[src/rtl/movegen_board_serialiser.sv]
// Double-buffered board serialiser: accepts packed positions and streams 64 square beats a1..h8.
// Optional MOVEGEN_SER_FLIP_EN mirrors black-to-move positions so downstream always sees white to move.
module movegen_board_serialiser #(
    parameter int PIECE_W = 4
) (
    input  logic                 clk,
    input  logic                 rst_n,
    input  logic                 in_board_valid,
    output logic                 in_board_ready,
    input  logic [64*PIECE_W-1:0] in_board,
    input  logic                 in_board_wtm,
    input  logic                 out_pos_hold,
    output logic                 out_pos_valid,
    output logic                 out_pos_sop,
    output logic                 out_pos_eop,
    output logic [PIECE_W-1:0]   out_pos_piece,
    output logic                 out_pos_wtm
);

    typedef enum logic [1:0] {
        EMPTY,
        STREAM,
        STREAM_PEND
    } state_t;

    state_t state, state_next;

    logic [64*PIECE_W-1:0] active_board, pend_board;
    logic                  active_wtm, pend_wtm;
    logic [5:0]            sq;
    logic                  active_full, pend_full;
    logic                  beat, eop_beat, accept, accept_active, accept_pend;

    assign active_full   = (state != EMPTY);
    assign pend_full     = (state == STREAM_PEND);
    assign beat          = active_full && !out_pos_hold;
    assign eop_beat      = beat && (sq == 6'd63);
    assign in_board_ready = !pend_full;
    assign accept        = in_board_valid && in_board_ready;
    // A board arriving on the final beat with nothing queued goes straight to ACTIVE so sop follows with no gap.
    assign accept_active = accept && (!active_full || (eop_beat && !pend_full));
    assign accept_pend   = accept && !accept_active;

    always_ff @(posedge clk or negedge rst_n) begin
        if (!rst_n) begin
            state <= EMPTY;
        end else begin
            state <= state_next;
        end
    end

    always_comb begin
        state_next = state;
        case (state)
            EMPTY: begin
                if (accept) state_next = STREAM;
            end
            STREAM: begin
                if (eop_beat) begin
                    if (!accept) state_next = EMPTY;
                end else if (accept) begin
                    state_next = STREAM_PEND;
                end
            end
            STREAM_PEND: begin
                if (eop_beat) state_next = STREAM;
            end
            default: state_next = EMPTY;
        endcase
    end

    // Draining PENDING zeroes it, so an idle ACTIVE slot holds an all-empty board and wtm 0.
    always_ff @(posedge clk or negedge rst_n) begin
        if (!rst_n) begin
            sq           <= '0;
            active_board <= '0;
            active_wtm   <= 1'b0;
            pend_board   <= '0;
            pend_wtm     <= 1'b0;
        end else begin
            if (beat) sq <= sq + 6'd1;
            if (accept_active) begin
                active_board <= in_board;
                active_wtm   <= in_board_wtm;
            end else if (eop_beat) begin
                active_board <= pend_board;
                active_wtm   <= pend_wtm;
            end
            if (accept_pend) begin
                pend_board <= in_board;
                pend_wtm   <= in_board_wtm;
            end else if (eop_beat) begin
                pend_board <= '0;
                pend_wtm   <= 1'b0;
            end
        end
    end

    logic [5:0]         rd_sq;
    logic [PIECE_W-1:0] raw_piece;

`ifdef MOVEGEN_SER_FLIP_EN
    logic flip;
    assign flip      = !active_wtm;
    assign rd_sq     = flip ? (sq ^ 6'd56) : sq;
    assign raw_piece = active_board[int'(rd_sq)*PIECE_W +: PIECE_W];
    always_comb begin
        out_pos_piece = raw_piece;
        if (flip) begin
            if (raw_piece[2:0] == 3'd0) out_pos_piece = '0;
            else out_pos_piece = raw_piece ^ {1'b1, {(PIECE_W-1){1'b0}}};
        end
    end
`else
    assign rd_sq         = sq;
    assign raw_piece     = active_board[int'(rd_sq)*PIECE_W +: PIECE_W];
    assign out_pos_piece = raw_piece;
`endif

    assign out_pos_valid = beat;
    assign out_pos_sop   = beat && (sq == 6'd0);
    assign out_pos_eop   = eop_beat;
    assign out_pos_wtm   = active_wtm;

endmodule
[config.mk]
export PLATFORM = sky130hd
export DESIGN_NAME = movegen_board_serialiser
export DESIGN_NICKNAME = d
export VERILOG_FILES = /design/src/rtl/movegen_board_serialiser.sv
export SDC_FILE = /design/constraint.sdc
export NUM_CORES = 1
export LEC_CHECK = 0
export BUFFER_PORTS_ARGS = -buffer_cell sky130_fd_sc_hd__clkbuf_2
export CORE_MARGIN = 8
export CORE_UTILIZATION = 30
export CTS_CLUSTER_DIAMETER = 80
export DETAILED_ROUTE_END_ITERATION = 7
export HOLD_SLACK_MARGIN = 0.05
export PLACE_DENSITY = 0.49
export REMOVE_ABC_BUFFERS = 1
export SLEW_MARGIN = 0
export SYNTH_ARGS = -nofsm -noshare
export SYNTH_HDL_FRONTEND = slang
export SYNTH_SLANG_ARGS = --single-unit
[constraint.sdc]
create_clock -name clk -period 2.8 [get_ports clk]
set_clock_uncertainty 0.05 [all_clocks]
set_input_delay 0.56 -clock clk [delete_from_list [all_inputs] [get_ports clk]]
set_output_delay 0.56 -clock clk [all_outputs]
set_load 0.02 [all_outputs]
==> results of run 1 <==
[through the flow]
step	cells	setup slack [ns]
floorplan	2257	-16.83
global placement	3748	-0.429
detailed placement	3748	-0.407
CTS	3870	-0.822
global route	3880	-0.825
finish	3881	-0.732
[worst max-delay path, cell delays in order (launching register included)]
cell	delay, ns
dfrtp_4	0.47
buf_12	0.18
mux4_2	0.52
mux4_2	0.53
o32ai_4	0.27
a311oi_2	0.11
buf_4	0.21
[flip-flops by register name (all words and copies together) (netlist names)]
register / count
active_board: 256
out_pos_wtm: 1
pend_board: 256
pend_wtm: 1
rd_sq: 6
state: 2
[final cells by class]
cell class	instances	area, sq um
inverter	261	992
clock inverter	33	393
tap	1060	1330
multi-input combinational	1474	9480
sequential	522	13100
timing repair buffer	451	3720
clock buffer	79	1680
antenna	1	2.50
fill	8025	50000
[routing by layer]
layer,wire [um],up-vias
met4,2390,0
li1,-,9513
met5,0,-
met3,4730,125
met1,37700,10500
met2,39500,628
[cells in the mapped netlist, drive strengths merged]
master	count	area [sq um]
a2111oi	4	35.0
a211o	1	8.76
a211oi	5	37.5
a21oi	10	50.1
a22o	2	17.5
a22oi	8	60.1
a311oi	2	17.5
a31oi	3	18.8
and2	1	6.26
and3	1	6.26
and4	1	8.76
buf	114	613
clkbuf	141	529
clkinv	1	3.75
dfrtp	522	13100
ha	2	25.0
inv	260	976
mux2	2	22.5
mux2i	21	210
mux4	57	1280
nand2	24	90.1
nand2b	2	12.5
nand3	773	3870
nand3b	1	7.51
nand4	2	18.8
nor2	14	52.6
nor2b	5	31.3
nor3b	1	7.51
o211ai	258	1940
o21ai	258	1290
o21ba	1	10.0
o221ai	2	17.5
o22ai	3	18.8
o311ai	2	17.5
o31ai	2	15.0
o32ai	1	16.3
xnor2	4	35.0
xor2	1	8.76
[cells by family (layout without fill, tap and decap cells)]
| family | after synthesis | in the layout |
|---|---|---|
| xor+xnor | 5 | 5 |
| buf+inv | 516 | 824 |
| mux | 80 | 80 |
| other cells | 0 | 1 |
| simple gates | 825 | 825 |
| flops | 522 | 522 |
| compound gates | 562 | 562 |
| fa+ha+maj | 2 | 2 |
[worst max path at each step]
stage                        start                to  slack [ns]  depth (start not counted)
after global routing      rd_sq[0]  out_pos_piece[3]       -0.83                          9
after CTS                 rd_sq[0]  out_pos_piece[3]       -0.82                          9
after global placement    rd_sq[0]  out_pos_piece[0]       -0.43                          7
after detailed placement  rd_sq[0]  out_pos_piece[0]       -0.41                          7
final                     rd_sq[0]  out_pos_piece[2]       -0.73                          6
after floorplan           rd_sq[1]   active_board[0]      -16.83                          7
[report_power, final]
part | switching (mW) | internal, mW | total, mW
Clock | 3.36 | 4.89 | 8.25
Combinational | 6.57 | 5.88 | 12.5
Sequential | 2.41 | 11.1 | 13.5
Total | 12.3 | 21.9 | 34.3
[what timing repair did]
item                                    4_1_cts  5_1_grt
resized for setup                            37       34
setup buffers                                 8        9
hold buffers                                  1        0
endpoints found under the hold margin        44        0
pin swaps                                     3        4
endpoints found under the setup margin        6      206
cloned                                        1        3
==> summary.txt, run 1 <==
Status - finished with violations
Violated checks - negative setup slack
Yosys reg bits - 522
Worst Hold Endpoint - pend_board[6]
Post-Syn Area - 24500 sq um
Commonest non-fill, non-tap cell in the layout - nand3_1
Xor/xnor cell area share of the yosys netlist - 0.179%
Clock root buffer - clkbuf_16
Fin util - 38.0%
Starting Density - 30.3%
Overall Power - 34.3 mW
Final period demand of the worst path - 3.53 ns
Most frequent cells in the layout - nand3_1, dfrtp_1, clkbuf_2, inv_1
Synth Area in Compound Gates - 14.6%
Die Span X - 302 um
Synth unique cells - 44
Kind of critical path - reg -> out
Worst-Margin Slew - 0.659 ns
CTS tree - done
Cell Rows - 104
Hold Crit Class - in -> reg
WP data arrival - 2.92 ns
Peak VDD IR - 533 uV
Hold Path Cell Cnt - 3
Cell area after layout - 30700 sq um
Peak fanout along the critical path - 8
Post-DP HPWL - 57500 um
Met2 usage - 28.9%
Routed vias - 20700
Pins Over Slew Limit - 0
Largest family of logic cells by synthesized area - simple AND/OR/NAND/NOR gates
WHS - 0.144 ns
# H-tree levels - 2
Clk Latency, worst-skew pair - 0.63 ns
# IOs - 270
TritonRoute pass-1 iters - 5
Clock buffer depth - 3
Synth Area per Inst - 9.73 sq um
Synth warnings - 0
FF-to-FF path depth - 14
Residual DRC count - 0
Gr busiest metal - met2
Routed Antenna Nets - 0
Routing usage on met3 - 3.21%
Fmax - 0.283 GHz
Clk slew on worst S/H paths - 0.06 ns
Final worst slack - -0.732 ns
Routed WL per cell - 21.7 um
Vias in the first global route - 21400
# clock sinks - 522
Unrepaired setup endpoints after global routing - yes
Placed inst area - 28100 sq um
Cts bufs inserted - 60
Die Ht - 302 um
Total die area - 90900 sq um
Critical register-to-register path startpoint - rd_sq[0]
GP Congestion - 0.800
CP required - 2.19 ns
Core region area - 80700 sq um
First-pass GRT wire length - 130000 um
Worst Setup End Kind - output port
Total grt overflow - 0
Number of max-cap violations - 0
Multiplexer area fraction after synthesis - 6.20%
Layout cells sized above 1 - 23.0%
Syn Inst Count - 2512
Pin count of the biggest net entering global routing - 95
Power per cell area - 1120 nW/um^2
Number of port buffers - 269
Layout Nets - 3033
Worst R2R End - active_board[31]
Final period utilization - 126%
Initial antenna violation count - 1
Min-Delay Startpoint - in_board[6]
Area growth from synthesis to layout - 25.4%
Final setup viols - 6
Reg2reg setup slack - 0.10 ns
DRT iter0 DRCs - 1466
GR Util All Layers - 18.0%
Crit start category - register
Synth Area in Simple Gates - 16.8%
Vias/cell - 5.34
Static leakage - 14.0 nW
Final wirelength - 84300 um
Hold Vio Cnt, Final - 0
Sequential-to-total area share from yosys stat - 53.4%
Max-Slew Margin vs Limit - 56.1%
Post-Synth Adder-Cell Area - 0.102%
Final TNS setup - -2.81 ns
Met1 Use GR - 24.7%
(Power assumes the default switching activity.)
==> run 2, diff against run 1 <==
--- a/config.mk
+++ b/config.mk
@@ -11,7 +11,7 @@
 export CTS_CLUSTER_DIAMETER = 80
 export DETAILED_ROUTE_END_ITERATION = 7
 export HOLD_SLACK_MARGIN = 0.05
-export PLACE_DENSITY = 0.49
+export PLACE_DENSITY = 0.51
 export REMOVE_ABC_BUFFERS = 1
 export SLEW_MARGIN = 0
 export SYNTH_ARGS = -nofsm -noshare
==> constraint.sdc (replaced) <==
create_clock -name clk -period 3.1 [get_ports clk]
set_clock_uncertainty 0.05 [all_clocks]
set_input_delay 0.62 -clock clk [delete_from_list [all_inputs] [get_ports clk]]
set_output_delay 0.62 -clock clk [all_outputs]
set_load 0.02 [all_outputs]
==> summary.txt, run 2 (same netlist as run 1, synthesis figures left out) <==
Largest stage delay, worst path - 0.55 ns
Static leakage - 13.4 nW
Total die area - 90900 sq um
Vias/cell - 5.35
Multi-input gate area - 9540 sq um
ANT cells - 0
Pin count of the biggest net entering global routing - 116
Fmax - 0.275 GHz
Layout Nets - 2951
Cts bufs inserted - 58
Slowest-stage cell, CP - dfrtp_4
Total grt overflow - 0
Clk Latency, worst-skew pair - 0.61 ns
Starting Density - 30.3%
Cell Rows - 104
Routed Antenna Nets - 0
Post-DP HPWL - 53500 um
Layout cells sized above 1 - 20.6%
Kind of critical path - reg -> out
Met1 Use GR - 25.1%
Placed inst area - 27200 sq um
Status - finished with violations
Power per cell area - 1010 nW/um^2
Clk slew on worst S/H paths - 0.06 ns
Die Span X - 302 um
Die Ht - 302 um
Commonest non-fill, non-tap cell in the layout - nand3_1
Number of port buffers - 269
Placed Cells - 3671
Final worst slack - -0.540 ns
DRT iter0 DRCs - 1521
WHS - 0.222 ns
CP required - 2.43 ns
Top delay family on crit path - multiplexers
Routed vias - 20300
Worst-path cell chain - buf_12 -> buf_12 -> mux4_2 -> mux2_4 -> a211o_1 -> o32ai_2 -> buf_4 -> a311oi_4 -> clkbuf_8
Final period utilization - 117%
First-pass GRT wire length - 128000 um
GP Congestion - 0.779
Number of fill cells - 8073
Final instance count without filler cells - 3793
Buffers & Inverters on Critical Path - 4
Routed WL per cell - 21.6 um
Clock buffer depth - 3
Residual DRC count - 0
Routing usage on met3 - 3.11%
Number of max-cap violations - 0
Place WS - -0.248 ns
Met2 usage - 28.1%
Worst-Margin Slew - 0.849 ns
CP most frequent cell - buf_12
Pins Over Slew Limit - 0
Cell area after layout - 29600 sq um
Unrepaired setup endpoints after global routing - yes
CTS tree - done
TritonRoute pass-1 iters - 7
Gr busiest metal - met2
Violated checks - negative setup slack
Peak VDD IR - 469 uV
Crit path from - rd_sq[0]
Worst Setup End Kind - output port
Clock root buffer - clkbuf_16
Final period demand of the worst path - 3.64 ns
Critical register-to-register path startpoint - rd_sq[0]
Crit start category - register
WP data arrival - 2.97 ns
Area growth from synthesis to layout - 21.2%
GR Util All Layers - 17.7%
Min-Delay Startpoint - in_board[136]
Final setup viols - 4
Register Area - 13100 sq um
Vias in the first global route - 20900
Initial antenna violation count - 0
Hold Vio Cnt, Final - 0
Final wirelength - 81800 um
Overall Power - 30.0 mW
# clock sinks - 522
Most frequent cells in the layout - nand3_1, dfrtp_1, clkbuf_2, inv_1
Max-Slew Margin vs Limit - 43.4%
Peak fanout along the critical path - 5
Hold Crit Class - in -> reg
Core region area - 80700 sq um
# H-tree levels - 2
# IOs - 270
[run 2: path summary, 6_finish.rpt]
kind,to,slack [ns],cells after the start
setup / recovery,out_pos_piece[2],-0.54,9
hold / removal,pend_board[136],0.22,3
setup reg to reg,active_board[56],0.16,12
hold reg to reg,pend_board[94],0.45,2
max in group asynchronous,active_board[190],1.51,3
min in group asynchronous,active_board[170],0.53,2
[run 2: layout make-up]
class / instances / share of cell area, %
Inverter: 261 / 3.34
Clock inverter: 16 / 0.549
Timing Repair Buffer: 371 / 9.30
Sequential cell: 522 / 44.1
Multi-Input combinational cell: 1474 / 32.2
Clock buffer: 89 / 6.01
Tap cell: 1060 / 4.48
[run 2: stage by stage]
stage,setup TNS (ns),util (%)
after floorplan,-8265.99,-
after global routing,-2.20,36.7
after detailed placement,-0.626,33.7
after CTS,-2.00,36.6
final,-1.81,36.7
after global placement,-0.638,33.7
[run 2: what timing repair did]
action                     4_1_cts  5_1_grt
setup endpoints to repair        6       14
hold endpoints to repair        50        0
pin swaps                       10        5
gates cloned                     0        0
buffers inserted                13        4
resized for setup               46       16
hold buffers                     1        0
[run 2: metal layers]
metal,vias to the layer above,wire length (um)
met1,10300,37400
met4,0,1700
li1,9337,-
met3,101,4590
met5,-,0
met2,592,38100
[run 2: power breakdown]
group / internal (mW) / switching, mW
combinational: 4.94 / 5.97
clock: 4.18 / 2.86
sequential: 10.1 / 2.00
total: 19.2 / 10.8
[run 2: tightest hold or removal path, delay by kind of cell]
kind / cells / cell delay (ns)
AO/OA/AOI/OAI: 1 / 0.08
buffers and inverters: 2 / 0.14
